<file path="src/rtl/sdram_req_arbiter_if.sv">
// rtl/sdram_req_arbiter_if.sv - request port between the arbiter and the sdram controller
interface sdram_req_arbiter_if #(
    parameter int AW = 24,
    parameter int DW = 16
);
    logic          mem_wr_req;
    logic          mem_rd_req;
    logic [AW-1:0] mem_addr;
    logic [DW-1:0] mem_wdata;
    logic          mem_wr_ack;
    logic          mem_rd_valid;
    logic [DW-1:0] mem_rd_data;

    // arbiter side drives the request, controller side answers it
    modport master (
        output mem_wr_req, mem_rd_req, mem_addr, mem_wdata,
        input  mem_wr_ack, mem_rd_valid, mem_rd_data
    );

    modport slave (
        input  mem_wr_req, mem_rd_req, mem_addr, mem_wdata,
        output mem_wr_ack, mem_rd_valid, mem_rd_data
    );
endinterface

</file>
<file path="src/rtl/sdram_req_arbiter.sv">
// rtl/sdram_req_arbiter.sv - two-client round-robin arbiter for one sdram request port (optional wait timeout: SDRAM_ARB_TIMEOUT_EN)
module sdram_req_arbiter #(
    parameter int AW      = 24,
    parameter int DW      = 16,
    parameter int TIMEOUT = 1023
) (
    input  logic                    clk,
    input  logic                    rst,
    input  logic                    c0_req,
    input  logic                    c0_we,
    input  logic [AW-1:0]           c0_addr,
    input  logic [DW-1:0]           c0_wdata,
    output logic                    c0_done,
    input  logic                    c1_req,
    input  logic                    c1_we,
    input  logic [AW-1:0]           c1_addr,
    input  logic [DW-1:0]           c1_wdata,
    output logic                    c1_done,
    output logic [DW-1:0]           rdata,
    output logic                    err,
    sdram_req_arbiter_if.master     mem
);

    typedef enum logic [1:0] {IDLE, WR_WAIT, RD_WAIT, DONE} state_t;

    state_t        state_q, state_d;
    logic          prio_q, prio_d;      // client favoured when both request
    logic          gnt_q, gnt_d;        // client owning the transaction in flight
    logic          wr_req_q, wr_req_d;
    logic          rd_req_q, rd_req_d;
    logic [AW-1:0] addr_q, addr_d;
    logic [DW-1:0] wdata_q, wdata_d;
    logic          done0_q, done0_d;
    logic          done1_q, done1_d;
    logic [DW-1:0] rdata_q, rdata_d;
    logic          err_q, err_d;

    logic          pick;
    logic          pick_we;

`ifdef SDRAM_ARB_TIMEOUT_EN
    localparam int            CW       = $clog2(TIMEOUT + 1);
    localparam logic [CW-1:0] CNT_LAST = CW'(TIMEOUT - 1);
    logic [CW-1:0] cnt_q, cnt_d;
`else
    localparam int timeout_unused = TIMEOUT;
`endif

    // choose which client wins the next grant and its direction
    always_comb begin
        pick = 1'b0;
        if (c0_req && c1_req) begin
            pick = prio_q;
        end else if (c1_req) begin
            pick = 1'b1;
        end
        pick_we = pick ? c1_we : c0_we;
    end

    // next-state and next-output computation for the transaction FSM
    always_comb begin
        state_d  = state_q;
        prio_d   = prio_q;
        gnt_d    = gnt_q;
        wr_req_d = wr_req_q;
        rd_req_d = rd_req_q;
        addr_d   = addr_q;
        wdata_d  = wdata_q;
        rdata_d  = rdata_q;
        done0_d  = 1'b0;
        done1_d  = 1'b0;
        err_d    = 1'b0;
`ifdef SDRAM_ARB_TIMEOUT_EN
        cnt_d    = cnt_q;
`endif
        case (state_q)
            IDLE: begin
                if (c0_req || c1_req) begin
                    gnt_d    = pick;
                    prio_d   = ~pick;
                    addr_d   = pick ? c1_addr : c0_addr;
                    wdata_d  = pick ? c1_wdata : c0_wdata;
                    wr_req_d = pick_we;
                    rd_req_d = ~pick_we;
                    state_d  = pick_we ? WR_WAIT : RD_WAIT;
`ifdef SDRAM_ARB_TIMEOUT_EN
                    cnt_d    = '0;
`endif
                end
            end
            WR_WAIT: begin
                if (mem.mem_wr_ack) begin
                    wr_req_d = 1'b0;
                    done0_d  = ~gnt_q;
                    done1_d  = gnt_q;
                    state_d  = DONE;
                end
`ifdef SDRAM_ARB_TIMEOUT_EN
                else if (cnt_q == CNT_LAST) begin
                    wr_req_d = 1'b0;
                    done0_d  = ~gnt_q;
                    done1_d  = gnt_q;
                    err_d    = 1'b1;
                    state_d  = DONE;
                end else begin
                    cnt_d = cnt_q + 1'b1;
                end
`endif
            end
            RD_WAIT: begin
                if (mem.mem_rd_valid) begin
                    rdata_d  = mem.mem_rd_data;
                    rd_req_d = 1'b0;
                    done0_d  = ~gnt_q;
                    done1_d  = gnt_q;
                    state_d  = DONE;
                end
`ifdef SDRAM_ARB_TIMEOUT_EN
                else if (cnt_q == CNT_LAST) begin
                    rd_req_d = 1'b0;
                    done0_d  = ~gnt_q;
                    done1_d  = gnt_q;
                    err_d    = 1'b1;
                    state_d  = DONE;
                end else begin
                    cnt_d = cnt_q + 1'b1;
                end
`endif
            end
            default: begin
                // DONE: give the client a cycle to drop req before re-arbitrating
                state_d = IDLE;
            end
        endcase
    end

    // register all state and outputs; reset returns to IDLE with client 0 favoured
    always_ff @(posedge clk) begin
        if (rst) begin
            state_q  <= IDLE;
            prio_q   <= 1'b0;
            gnt_q    <= 1'b0;
            wr_req_q <= 1'b0;
            rd_req_q <= 1'b0;
            addr_q   <= '0;
            wdata_q  <= '0;
            rdata_q  <= '0;
            done0_q  <= 1'b0;
            done1_q  <= 1'b0;
            err_q    <= 1'b0;
`ifdef SDRAM_ARB_TIMEOUT_EN
            cnt_q    <= '0;
`endif
        end else begin
            state_q  <= state_d;
            prio_q   <= prio_d;
            gnt_q    <= gnt_d;
            wr_req_q <= wr_req_d;
            rd_req_q <= rd_req_d;
            addr_q   <= addr_d;
            wdata_q  <= wdata_d;
            rdata_q  <= rdata_d;
            done0_q  <= done0_d;
            done1_q  <= done1_d;
            err_q    <= err_d;
`ifdef SDRAM_ARB_TIMEOUT_EN
            cnt_q    <= cnt_d;
`endif
        end
    end

    assign mem.mem_wr_req = wr_req_q;
    assign mem.mem_rd_req = rd_req_q;
    assign mem.mem_addr   = addr_q;
    assign mem.mem_wdata  = wdata_q;
    assign c0_done        = done0_q;
    assign c1_done        = done1_q;
    assign rdata          = rdata_q;
    assign err            = err_q;

endmodule
</file>
<file path="src/flat_wrapper.sv">
// flat-port wrapper written by rule: the top's interface ports become plain ports
module sdram_req_arbiter_flat 
#(
    parameter int AW      = 24,
    parameter int DW      = 16,
    parameter int TIMEOUT = 1023
)
  (clk, rst, c0_req, c0_we, c0_addr, c0_wdata, c0_done, c1_req, c1_we, c1_addr, c1_wdata, c1_done, rdata, err, mem_mem_wr_req, mem_mem_rd_req, mem_mem_addr, mem_mem_wdata, mem_mem_wr_ack, mem_mem_rd_valid, mem_mem_rd_data);
  sdram_req_arbiter_if #(.AW(AW), .DW(DW)) mem_i ();
  input  logic clk;
  input  logic rst;
  input  logic c0_req;
  input  logic c0_we;
  input  logic [AW-1:0] c0_addr;
  input  logic [DW-1:0] c0_wdata;
  output logic c0_done;
  input  logic c1_req;
  input  logic c1_we;
  input  logic [AW-1:0] c1_addr;
  input  logic [DW-1:0] c1_wdata;
  output logic c1_done;
  output logic [DW-1:0] rdata;
  output logic err;
  output wire logic [$bits(mem_i.mem_wr_req)-1:0] mem_mem_wr_req;
  output wire logic [$bits(mem_i.mem_rd_req)-1:0] mem_mem_rd_req;
  output wire logic [$bits(mem_i.mem_addr)-1:0] mem_mem_addr;
  output wire logic [$bits(mem_i.mem_wdata)-1:0] mem_mem_wdata;
  input wire logic [$bits(mem_i.mem_wr_ack)-1:0] mem_mem_wr_ack;
  input wire logic [$bits(mem_i.mem_rd_valid)-1:0] mem_mem_rd_valid;
  input wire logic [$bits(mem_i.mem_rd_data)-1:0] mem_mem_rd_data;
  assign mem_mem_wr_req = mem_i.mem_wr_req;
  assign mem_mem_rd_req = mem_i.mem_rd_req;
  assign mem_mem_addr = mem_i.mem_addr;
  assign mem_mem_wdata = mem_i.mem_wdata;
  assign mem_i.mem_wr_ack = mem_mem_wr_ack;
  assign mem_i.mem_rd_valid = mem_mem_rd_valid;
  assign mem_i.mem_rd_data = mem_mem_rd_data;
  sdram_req_arbiter #(.AW(AW), .DW(DW), .TIMEOUT(TIMEOUT)) u_core (.clk(clk), .rst(rst), .c0_req(c0_req), .c0_we(c0_we), .c0_addr(c0_addr), .c0_wdata(c0_wdata), .c0_done(c0_done), .c1_req(c1_req), .c1_we(c1_we), .c1_addr(c1_addr), .c1_wdata(c1_wdata), .c1_done(c1_done), .rdata(rdata), .err(err), .mem(mem_i));
endmodule
</file>
<file path="config.mk">
export PLATFORM = sky130hd
export DESIGN_NAME = sdram_req_arbiter_flat
export DESIGN_NICKNAME = d
export VERILOG_FILES = /design/src/rtl/sdram_req_arbiter_if.sv /design/src/rtl/sdram_req_arbiter.sv /design/src/flat_wrapper.sv
export SDC_FILE = /design/constraint.sdc
export NUM_CORES = 1
export LEC_CHECK = 0
export ABC_AREA = 1
export CORE_ASPECT_RATIO = 0.75
export CORE_MARGIN = 3
export CORE_UTILIZATION = 38
export CTS_BUF_LIST = sky130_fd_sc_hd__clkbuf_4 sky130_fd_sc_hd__clkbuf_8
export DETAILED_ROUTE_END_ITERATION = 10
export PLACE_DENSITY = 0.82
export SYNTH_ARGS = -nofsm -noshare
export SYNTH_HDL_FRONTEND = slang
export SYNTH_SLANG_ARGS = --single-unit
export TNS_END_PERCENT = 1
</file>
<file path="constraint.sdc">
create_clock -name clk -period 1.76 [get_ports clk]
set_input_delay 0.352 -clock clk [delete_from_list [all_inputs] [get_ports clk]]
set_output_delay 0.352 -clock clk [all_outputs]
set_load 0.1 [all_outputs]
</file>
==> reports/qor.txt, run 1 <==
Reg-to-reg slack, setup = 180 ps
Via density per instance = 4.67
F_max = 632 MHz
Die Y = 79.3 um
#FFs+latches synth = 64
CTS sink count = 64
Max_cap viols = 0
CP most frequent cell = nand2_1
Fillers = 476
Kind of start point of the critical path = flip-flop
Crit Path Max Fanout = 18
Antenna diodes = 0
Die X = 104 um
Distinct cells, synth = 19
Met1 wire length = 3780 um
Worst-skew pair later-pin latency = 330 ps
Initial DRC count = 129
Post-synthesis cell area = 0.00273 mm2
Post-synth EDFFs = 0
Synth Flop Type = dfxtp_1
Crit path capture = u_core.mem.mem_wdata[12]$_SDFFE_PP0P_
Post-CTS sizing = 0
Final period util = 89.9%
Critical-path cell list = inv_1, ha_1, inv_2, nor2_4, nand2_1, inv_2, buf_12, nand2_1, nand3_1, nand2_1, inv_1
Fin nets = 663
Syn nets = 498
Worst Setup End Kind = flip-flop
Area growth syn-to-layout = 94.9%
Total CTS buffers = 9
Area occupied by multi-input gates = 0.00120 mm2
Worst Max-Slew Pin Slew = 507 ps
Hold Vio Cnt, Final = 0
Synth top area cells = dfxtp_1 (47%), nand2_1 (21%), a31oi_1 (5.5%)
DP Cell Count = 642
Cell depth of the worst flop-to-flop path = 11
Via count = 3069
Dpl hpwl = 7020 um
R2R Path End = u_core.mem.mem_wdata[12]$_SDFFE_PP0P_
Port Buf Inserts = 163
All-Layer GR Usage = 22.5%
Final min period = 1580 ps
Max VDD drop = 0.00105 V
Post-Route WL = 9110 um
Worst Path Required = 1990 ps
Synth Instances = 390
RSZ-0062 raised after global routing = false
Worst r2r src = u_core.state_q[0]$_SDFFE_PP0P_
Sequential share of the synthesized area = 47.0%
Setup violators final = 0
FP Rows = 26
I/O pin total = 165
Relative slew slack = 66.2%
Met2 WL = 4500 um
Max layer used = met4
Hold Path Class = reg -> reg
Placer congestion estimate = 0.803
Slowest cell on the critical path = dfxtp_1
Post-synth top area cell = dfxtp_1
Mean Syn Cell Area = 6.99 um2
Fin. max-slew vios = 0
Final Worst Setup Slack = 177 ps
Layout Skew = 9.56 ps
Drt wl/cell = 13.9 um
Power per Cell Area = 1680 mW/mm2
CTS tree = yes
P_leak = 2.27 nW
Vias in the first global route = 3023
Layout cells sized above 1 = 16.6%
Global route overflow = 0
Post-Place Worst Slack = -8.84 ps
Cts hold-fix bufs = 0
Outcome = complete, no violations
First-pass GRT wire length = 15000 um
Max clock buf depth = 2
Worst Setup Path Type = reg -> reg
DIE AREA = 0.00823 mm2
Critical Path AT = 1820 ps
Antenna viol nets, final = 0
Initial Util = 39.5%
CP peak stage delay = 400 ps
Async SR Flop Fraction = 0%
DRC = 0
CP Launch Point = u_core.state_q[0]$_SDFFE_PP0P_
CTS clock-pin slew for the worst setup and hold paths = 70 ps
Pin count of the biggest net entering global routing = 33
CTS root buffer = clkbuf_8
H-tree Lvls = 3
Synth top area share = 47.0%
Finished Core Util = 77.0%
Commonest cells post-synth = nand2_1 (156), dfxtp_1 (64), nor2_1 (38)
Ys Warns = 0
Count leader, synth = nand2_1
Non-filler cells, final = 657
FF/Latch Area = 0.00128 mm2
DR WL met3 = 753 um
Initial antenna violation count = 0
Core box area = 0.00690 mm2
Post-CTS Setup Inserts = 0
DRT Pass-1 Iters = 4
## through the flow
stage	area, um2	total power, W	hold WS [ps]	TNS (ps)
2_1_floorplan	2730	0.00558	400	0
3_3_place_gp	5130	0.00775	418	0
3_5_place_dp	5130	0.00784	420	-17.4
4_1_cts	5310	0.00900	439	0
5_1_grt	5310	0.00935	464	0
6_report	5310	0.00893	434	0
## worst min path at each step
stage | from | endpoint | slack, ps | depth (start not counted)
2_1_floorplan | u_core.gnt_q$_SDFFE_PP0P_ | u_core.c0_done$_SDFF_PP0_ | 400 | 1
3_3_place_gp | u_core.gnt_q$_SDFFE_PP0P_ | u_core.c0_done$_SDFF_PP0_ | 420 | 1
3_5_place_dp | u_core.gnt_q$_SDFFE_PP0P_ | u_core.c0_done$_SDFF_PP0_ | 420 | 1
4_1_cts | u_core.gnt_q$_SDFFE_PP0P_ | u_core.c0_done$_SDFF_PP0_ | 440 | 1
5_1_grt | u_core.gnt_q$_SDFFE_PP0P_ | u_core.c0_done$_SDFF_PP0_ | 460 | 1
6_report | u_core.gnt_q$_SDFFE_PP0P_ | u_core.c0_done$_SDFF_PP0_ | 430 | 1
## flip-flops by register name (all words and copies together), names as in the netlist
name	cells
u_core.mem.mem_addr	24
u_core.mem.mem_wdata	16
u_core.rdata	16
u_core.state_q	2
u_core.c0_done	1
u_core.c1_done	1
u_core.gnt_q	1
u_core.mem.mem_rd_req	1
u_core.mem.mem_wr_req	1
u_core.prio_q	1
## cells by family (layout without fill, tap and decap cells)
kind of cell,count (synthesis),count (layout),share of synthesized area [%]
fa+ha+maj,4,4,1.84
compound gates,49,49,10.2
other cells,1,1,0.138
simple gates,220,220,32.0
flops,64,64,47.0
buf+inv,52,221,8.82
## cell type report
type / count / area share (%)
Clock buffer: 12 / 2.99
Clock inverter: 3 / 0.330
Inverter: 31 / 2.19
Multi-Input combinational cell: 274 / 22.7
Sequential cell: 64 / 24.1
Tap cell: 98 / 2.31
Timing Repair Buffer: 175 / 45.4
## routing by layer
metal / up-vias / track usage, %
met5: - / 0
met4: 0 / 3.98
met2: 123 / 38.8
li1: 1555 / -
met1: 1383 / 27.7
met3: 8 / 8.04
## worst max-delay path, delay by kind of cell, from the launching register on
| family | cells | cell delay, ps |
|---|---|---|
| fa+ha+maj | 1 | 250 |
| buf+inv | 5 | 490 |
| flops | 1 | 400 |
| simple gates | 5 | 350 |
## cells in the final DEF (no fill, tap or decap)
cell type	instances
clkinv_2	2
nor2_4	2
inv_1	28
buf_12	67
clkdlybuf4s50_1	103
a21oi_1	6
a31oi_1	24
nand2_2	1
nand3_1	21
ha_1	4
conb_1	1
nand2_1	156
o21a_1	1
dfxtp_1	64
clkbuf_8	11
o21ai_0	18
inv_2	3
clkbuf_4	1
nor2_1	38
nor3_1	2
buf_4	5
clkinvlp_4	1
## power by group
| part | switching, W | leakage (nW) | internal, W | total (W) |
|---|---|---|---|---|
| Clock | 0.000547 | 0.0917 | 0.000592 | 0.00114 |
| Sequential | 0.000393 | 0.526 | 0.00182 | 0.00221 |
| Combinational | 0.00354 | 1.66 | 0.00204 | 0.00558 |
(Power assumes the default switching activity.)
==> inputs of run 2 (changes only) <==
- ABC_CLOCK_PERIOD_IN_PS: default -> 1760
- CORE_UTILIZATION: 38 -> 35
- PLACE_DENSITY: 0.82 -> 0.76
- SLEW_MARGIN: default -> 20
==> reports/qor.txt, run 2 (synthesized netlist as in run 1, its figures left out) <==
Outcome = complete, no violations
Post-CTS sizing = 0 (unchanged)
Hold Vio Cnt, Final = 0 (unchanged)
Post-Route WL = 9520 um (+4.4%)
Switching pwr = 0.00451 W (+0.50%)
Seq pwr share = 24.2% (-0.6 points)
CP most frequent cell = nand2_1
Final period util = 91.1% (+1.2 points)
Final Worst Setup Slack = 157 ps (-20.4 ps)
Worst Setup End Kind = flip-flop
Drt wl/cell = 14.4 um (+4.0%)
Placer congestion estimate = 0.804 (about the same)
CP peak stage delay = 400 ps (about the same)
Sw frac = 49.2% (-0.97 points)
Die Y = 82.4 um (+3.9%)
CTS sink count = 64 (unchanged)
Final Total Pwr = 0.00916 W (+2.5%)
Port Buf Inserts = 163 (unchanged)
Worst-skew pair later-pin latency = 340 ps (about the same)
Layout cells sized above 1 = 16.6% (unchanged)
DRC = 0 (unchanged)
Slowest cell on the critical path = dfxtp_1
CTS clock-pin slew for the worst setup and hold paths = 70 ps (about the same)
Via count = 3126 (+1.9%)
Hold Path Class = reg -> reg
I/O pin total = 165 (unchanged)
Worst Setup Path Type = reg -> reg
H-tree Lvls = 3 (unchanged)
Area occupied by multi-input gates = 0.00120 mm2 (unchanged)
Cts hold-fix bufs = 0 (unchanged)
Antenna viol nets, final = 0 (unchanged)
Max VDD drop = 0.00109 V (+4.1%)
Fin. max-slew vios = 0 (unchanged)
Commonest non-fill, non-tap cell in the layout = nand2_1
Via density per instance = 4.74 (+1.4%)
Fin nets = 662 (-0.15%)
Critical Path AT = 1830 ps (about the same)
Pin count of the biggest net entering global routing = 29 (-12%)
Critical-path cell list = inv_1, ha_1, inv_2, nor2_4, nand2_1, inv_2, buf_12, nand2_1, nand3_1, nand2_1, inv_1
Crit Path Max Fanout = 20 (+2)
DRT Pass-1 Iters = 4 (unchanged)
Initial Util = 36.5% (-3.0 points)
Dpl hpwl = 7480 um (+6.6%)
Post-CTS Setup Inserts = 0 (unchanged)
Global route overflow = 0 (unchanged)
Vias in the first global route = 3063 (+1.3%)
Worst Path Required = 1990 ps (about the same)
First-pass GRT wire length = 14900 um (-0.51%)
Final min period = 1600 ps (+20.4 ps)
Pint = 0.00465 W (+4.5%)
Max FFs per register = 24 (unchanged)
Combinational fraction of design power = 60.9% (-1.6 points)
Core box area = 0.00747 mm2 (+8.3%)
All-Layer GR Usage = 21.6% (-0.90 points)
Finished Core Util = 71.4% (-5.6 points)
FF/Latch Area = 0.00128 mm2 (unchanged)
Most frequent cells in the layout = nand2_1 (156), clkdlybuf4s50_1 (103), buf_12 (66)
Clock share of power = 15.0% (+2.3 points)
Initial antenna violation count = 0 (unchanged)
Max clock buf depth = 2 (unchanged)
Fin Setup TNS = 0 ps (unchanged)
Max_cap viols = 0 (unchanged)
DIE AREA = 0.00889 mm2 (+8.0%)
Power per Cell Area = 1720 mW/mm2 (+2.0%)
CTS root buffer = clkbuf_8
Post-Place Worst Slack = -48.6 ps (-39.8 ps)
F_max = 624 MHz (-1.3%)
P_leak = 2.29 nW (+0.55%)
Antenna diodes = 0 (unchanged)
Setup violators final = 0 (unchanged)
Layout Skew = 13.2 ps (+3.67 ps)
CTS tree = yes
RSZ-0062 raised after global routing = false
Kind of start point of the critical path = flip-flop
FP Rows = 27 (+3.8%)
Smallest hold slack = 451 ps (+17.3 ps)
Die X = 108 um (+4.0%)
Initial DRC count = 150 (+16%)
Fillers = 581 (+22%)
Area growth syn-to-layout = 95.7%
Total CTS buffers = 9 (unchanged)
## run 2: cell count changes in the layout (fill, tap and decap cells not counted), sizes merged
cell	delta
clkinvlp	-1
clkinv	+2
buf	-1
clkbuf	-2
bufinv	+2
## run 2: routing by layer
metal  GRT usage (%)  wire [um]
met4            7.06        175
met1            25.0       3770
met5               0          0
met3            6.22        752
met2            38.8       4820
## run 2: final timing paths
kind	from	end	slack, ps	cells after the start
min	u_core.gnt_q$_SDFFE_PP0P_	u_core.c0_done$_SDFF_PP0_	450	1
max	u_core.state_q[0]$_SDFFE_PP0P_	u_core.mem.mem_addr[17]$_SDFFE_PP0P_	160	11
max reg2reg	u_core.state_q[0]$_SDFFE_PP0P_	u_core.mem.mem_addr[17]$_SDFFE_PP0P_	160	11
min reg2reg	u_core.gnt_q$_SDFFE_PP0P_	u_core.c0_done$_SDFF_PP0_	450	1
## run 2: critical path, delay by kind of cell, from the launching register on
kind	cells	cell delay, ps
simple gates	5	340
flops	1	400
fa+ha+maj	1	270
buf+inv	5	490
## run 2: layout make-up
cell class	instances	share of cell area, %
well taps	101	2.37
flip-flops and latches	64	24.0
inverters	31	2.18
multi-input cells	274	22.6
clock buffers	10	2.46
repair buffers	174	44.8
clock inverters	6	1.57
## run 2: stage by stage
step | instance area [um2] | std cells
global route | 5330 | 660
CTS | 5330 | 660
global placement | 5120 | 644
detailed placement | 5120 | 644
finish | 5330 | 660
floorplan | 2730 | 390
## run 2: power groups by stage
stage          Combinational, W  Sequential, W  Clock (W)
2_1_floorplan           0.00111        0.00447          0
3_3_place_gp            0.00551        0.00222          0
5_1_grt                 0.00582        0.00225    0.00147
6_report                0.00557        0.00221    0.00137
3_5_place_dp            0.00559        0.00224          0
4_1_cts                 0.00560        0.00221    0.00141
==> inputs of run 3 (changes only) <==
- CTS_BUF_LIST: sky130_fd_sc_hd__clkbuf_4 sky130_fd_sc_hd__clkbuf_8 -> sky130_fd_sc_hd__clkbuf_16
- CTS_CLUSTER_SIZE: default -> 24
==> reports/qor.txt, run 3 (synthesized netlist as in run 1, its figures left out) <==
Outcome = complete, no violations
Setup violators final = 0 (unchanged)
Max clock buf depth = 2 (unchanged)
CTS tree = yes
Post-CTS Setup Inserts = 0 (unchanged)
Critical Path AT = 1820 ps (about the same)
Max_cap viols = 0 (unchanged)
CTS root buffer = clkbuf_16
First-pass GRT wire length = 15100 um (+0.92%)
Post-Route WL = 9580 um (+0.68%)
Most frequent cells in the layout = nand2_1 (156), clkdlybuf4s50_1 (103), buf_12 (66)
Drt wl/cell = 14.5 um (+0.68%)
Combinational fraction of design power = 57.8% (-3.1 points)
Die Y = 82.4 um (unchanged)
Max VDD drop = 0.00123 V (+12%)
P_leak = 2.33 nW (+2.1%)
Switching pwr = 0.00457 W (+1.4%)
Fin nets = 662 (unchanged)
Die X = 108 um (unchanged)
Antenna viol nets, final = 0 (unchanged)
Crit Path Max Fanout = 20 (unchanged)
Hold Vio Cnt, Final = 0 (unchanged)
Via count = 3170 (+1.4%)
Seq pwr share = 23.0% (-1.2 points)
FP Rows = 27 (unchanged)
I/O pin total = 165 (unchanged)
Reg-to-reg slack, setup = 150 ps (about the same)
CTS clock-pin slew for the worst setup and hold paths = 50 ps (-20 ps)
Port Buf Inserts = 163 (unchanged)
Kind of start point of the critical path = flip-flop
Post-Place Worst Slack = -48.6 ps (unchanged)
DRC = 0 (unchanged)
Initial antenna violation count = 0 (unchanged)
Initial DRC count = 132 (-12%)
Core box area = 0.00747 mm2 (unchanged)
Hold Path Class = reg -> reg
Layout cells sized above 1 = 16.5% (-0.18 points)
Cts hold-fix bufs = 0 (unchanged)
Fin Setup TNS = 0 ps (unchanged)
Post-DP Area = 0.00512 mm2 (unchanged)
Worst Path Required = 1970 ps (-20 ps)
All-Layer GR Usage = 21.8% (+0.17 points)
Cell depth of the worst flop-to-flop path = 11 (unchanged)
DIE AREA = 0.00889 mm2 (unchanged)
Final min period = 1610 ps (+4.84 ps)
Layout Skew = 10.1 ps (-3.14 ps)
Final period util = 91.4% (+0.27 points)
Dpl hpwl = 7480 um (unchanged)
Worst r2r src = u_core.state_q[0]$_SDFFE_PP0P_
Worst Setup End Kind = flip-flop
Total CTS buffers = 9 (unchanged)
Max FFs per register = 24 (unchanged)
Fin. max-slew vios = 0 (unchanged)
DRT Pass-1 Iters = 4 (unchanged)
Sw frac = 47.4% (-1.8 points)
Crit path capture = u_core.mem.mem_addr[17]$_SDFFE_PP0P_
Worst-skew pair later-pin latency = 320 ps (-20 ps)
H-tree Lvls = 3 (unchanged)
Finished Core Util = 72.7% (+1.3 points)
Final instance area = 0.00543 mm2 (+1.8%)
CP Launch Point = u_core.state_q[0]$_SDFFE_PP0P_
Vias in the first global route = 3095 (+1.0%)
Pint = 0.00507 W (+9.1%)
Commonest non-fill, non-tap cell in the layout = nand2_1
Pin count of the biggest net entering global routing = 29 (unchanged)
RSZ-0062 raised after global routing = false
Smallest hold slack = 446 ps (-4.74 ps)
Clock share of power = 19.2% (+4.2 points)
Worst Setup Path Type = reg -> reg
Initial Util = 36.5% (unchanged)
Placer congestion estimate = 0.804 (unchanged)
CTS sink count = 64 (unchanged)
Final Worst Setup Slack = 152 ps (-4.84 ps)
F_max = 622 MHz (-0.30%)
Post-CTS sizing = 0 (unchanged)
R2R Path End = u_core.mem.mem_addr[17]$_SDFFE_PP0P_
Global route overflow = 0 (unchanged)
Antenna diodes = 0 (unchanged)
Power per Cell Area = 1780 mW/mm2 (+3.4%)
Via density per instance = 4.80 (+1.4%)
Area growth syn-to-layout = 99.3%
## run 3: changes by cell type in the layout (fill, tap and decap cells not counted)
cell | before | now
clkbuf_16 | 0 | 9
clkbuf_4 | 1 | 0
clkbuf_8 | 9 | 0
inv_1 | 28 | 29
## run 3: per-stage QoR
stage          cells  power, W
2_1_floorplan    390   0.00558
3_3_place_gp     644   0.00773
3_5_place_dp     644   0.00783
4_1_cts          660   0.00971
5_1_grt          660    0.0100
6_report         660   0.00964
## run 3: final cells by class
cell class / count / area (um2)
repair buffers: 174 / 2390
inverters: 31 / 116
flip-flops and latches: 64 / 1280
well taps: 101 / 126
fillers: 574 / 2040
clock inverters: 7 / 87.6
clock buffers: 9 / 225
multi-input cells: 274 / 1200
## run 3: how the worst min path moves through the flow
stage	to	depth (start not counted)	slack (ps)	start
final	u_core.c0_done$_SDFF_PP0_	1	450	u_core.gnt_q$_SDFFE_PP0P_
after global routing	u_core.c0_done$_SDFF_PP0_	1	460	u_core.gnt_q$_SDFFE_PP0P_
after CTS	u_core.c0_done$_SDFF_PP0_	1	440	u_core.gnt_q$_SDFFE_PP0P_
after detailed placement	u_core.c0_done$_SDFF_PP0_	1	420	u_core.gnt_q$_SDFFE_PP0P_
after global placement	u_core.c0_done$_SDFF_PP0_	1	430	u_core.gnt_q$_SDFFE_PP0P_
after floorplan	u_core.c0_done$_SDFF_PP0_	1	400	u_core.gnt_q$_SDFFE_PP0P_
## run 3: power by group through the flow
stage	Combinational [W]	Sequential, W	Clock, W
2_1_floorplan	0.00111	0.00447	0
3_3_place_gp	0.00551	0.00222	0
3_5_place_dp	0.00559	0.00224	0
4_1_cts	0.00560	0.00222	0.00189
5_1_grt	0.00582	0.00226	0.00196
6_report	0.00558	0.00221	0.00185
## run 3: per-layer routing
| metal | wire length (um) | track usage, % |
|---|---|---|
| met1 | 3770 | 24.9 |
| met2 | 4910 | 39.6 |
| met3 | 712 | 5.13 |
| met4 | 194 | 8.95 |
| met5 | 0 | 0 |
## run 3: critical path: stages, from the launching register on
cell	delay, ps
dfxtp_1	390
inv_1	90
ha_1	270
inv_2	130
nor2_4	60
nand2_1	100
inv_2	70
buf_12	150
nand2_1	60
nand3_1	60
nand2_1	60
inv_1	50
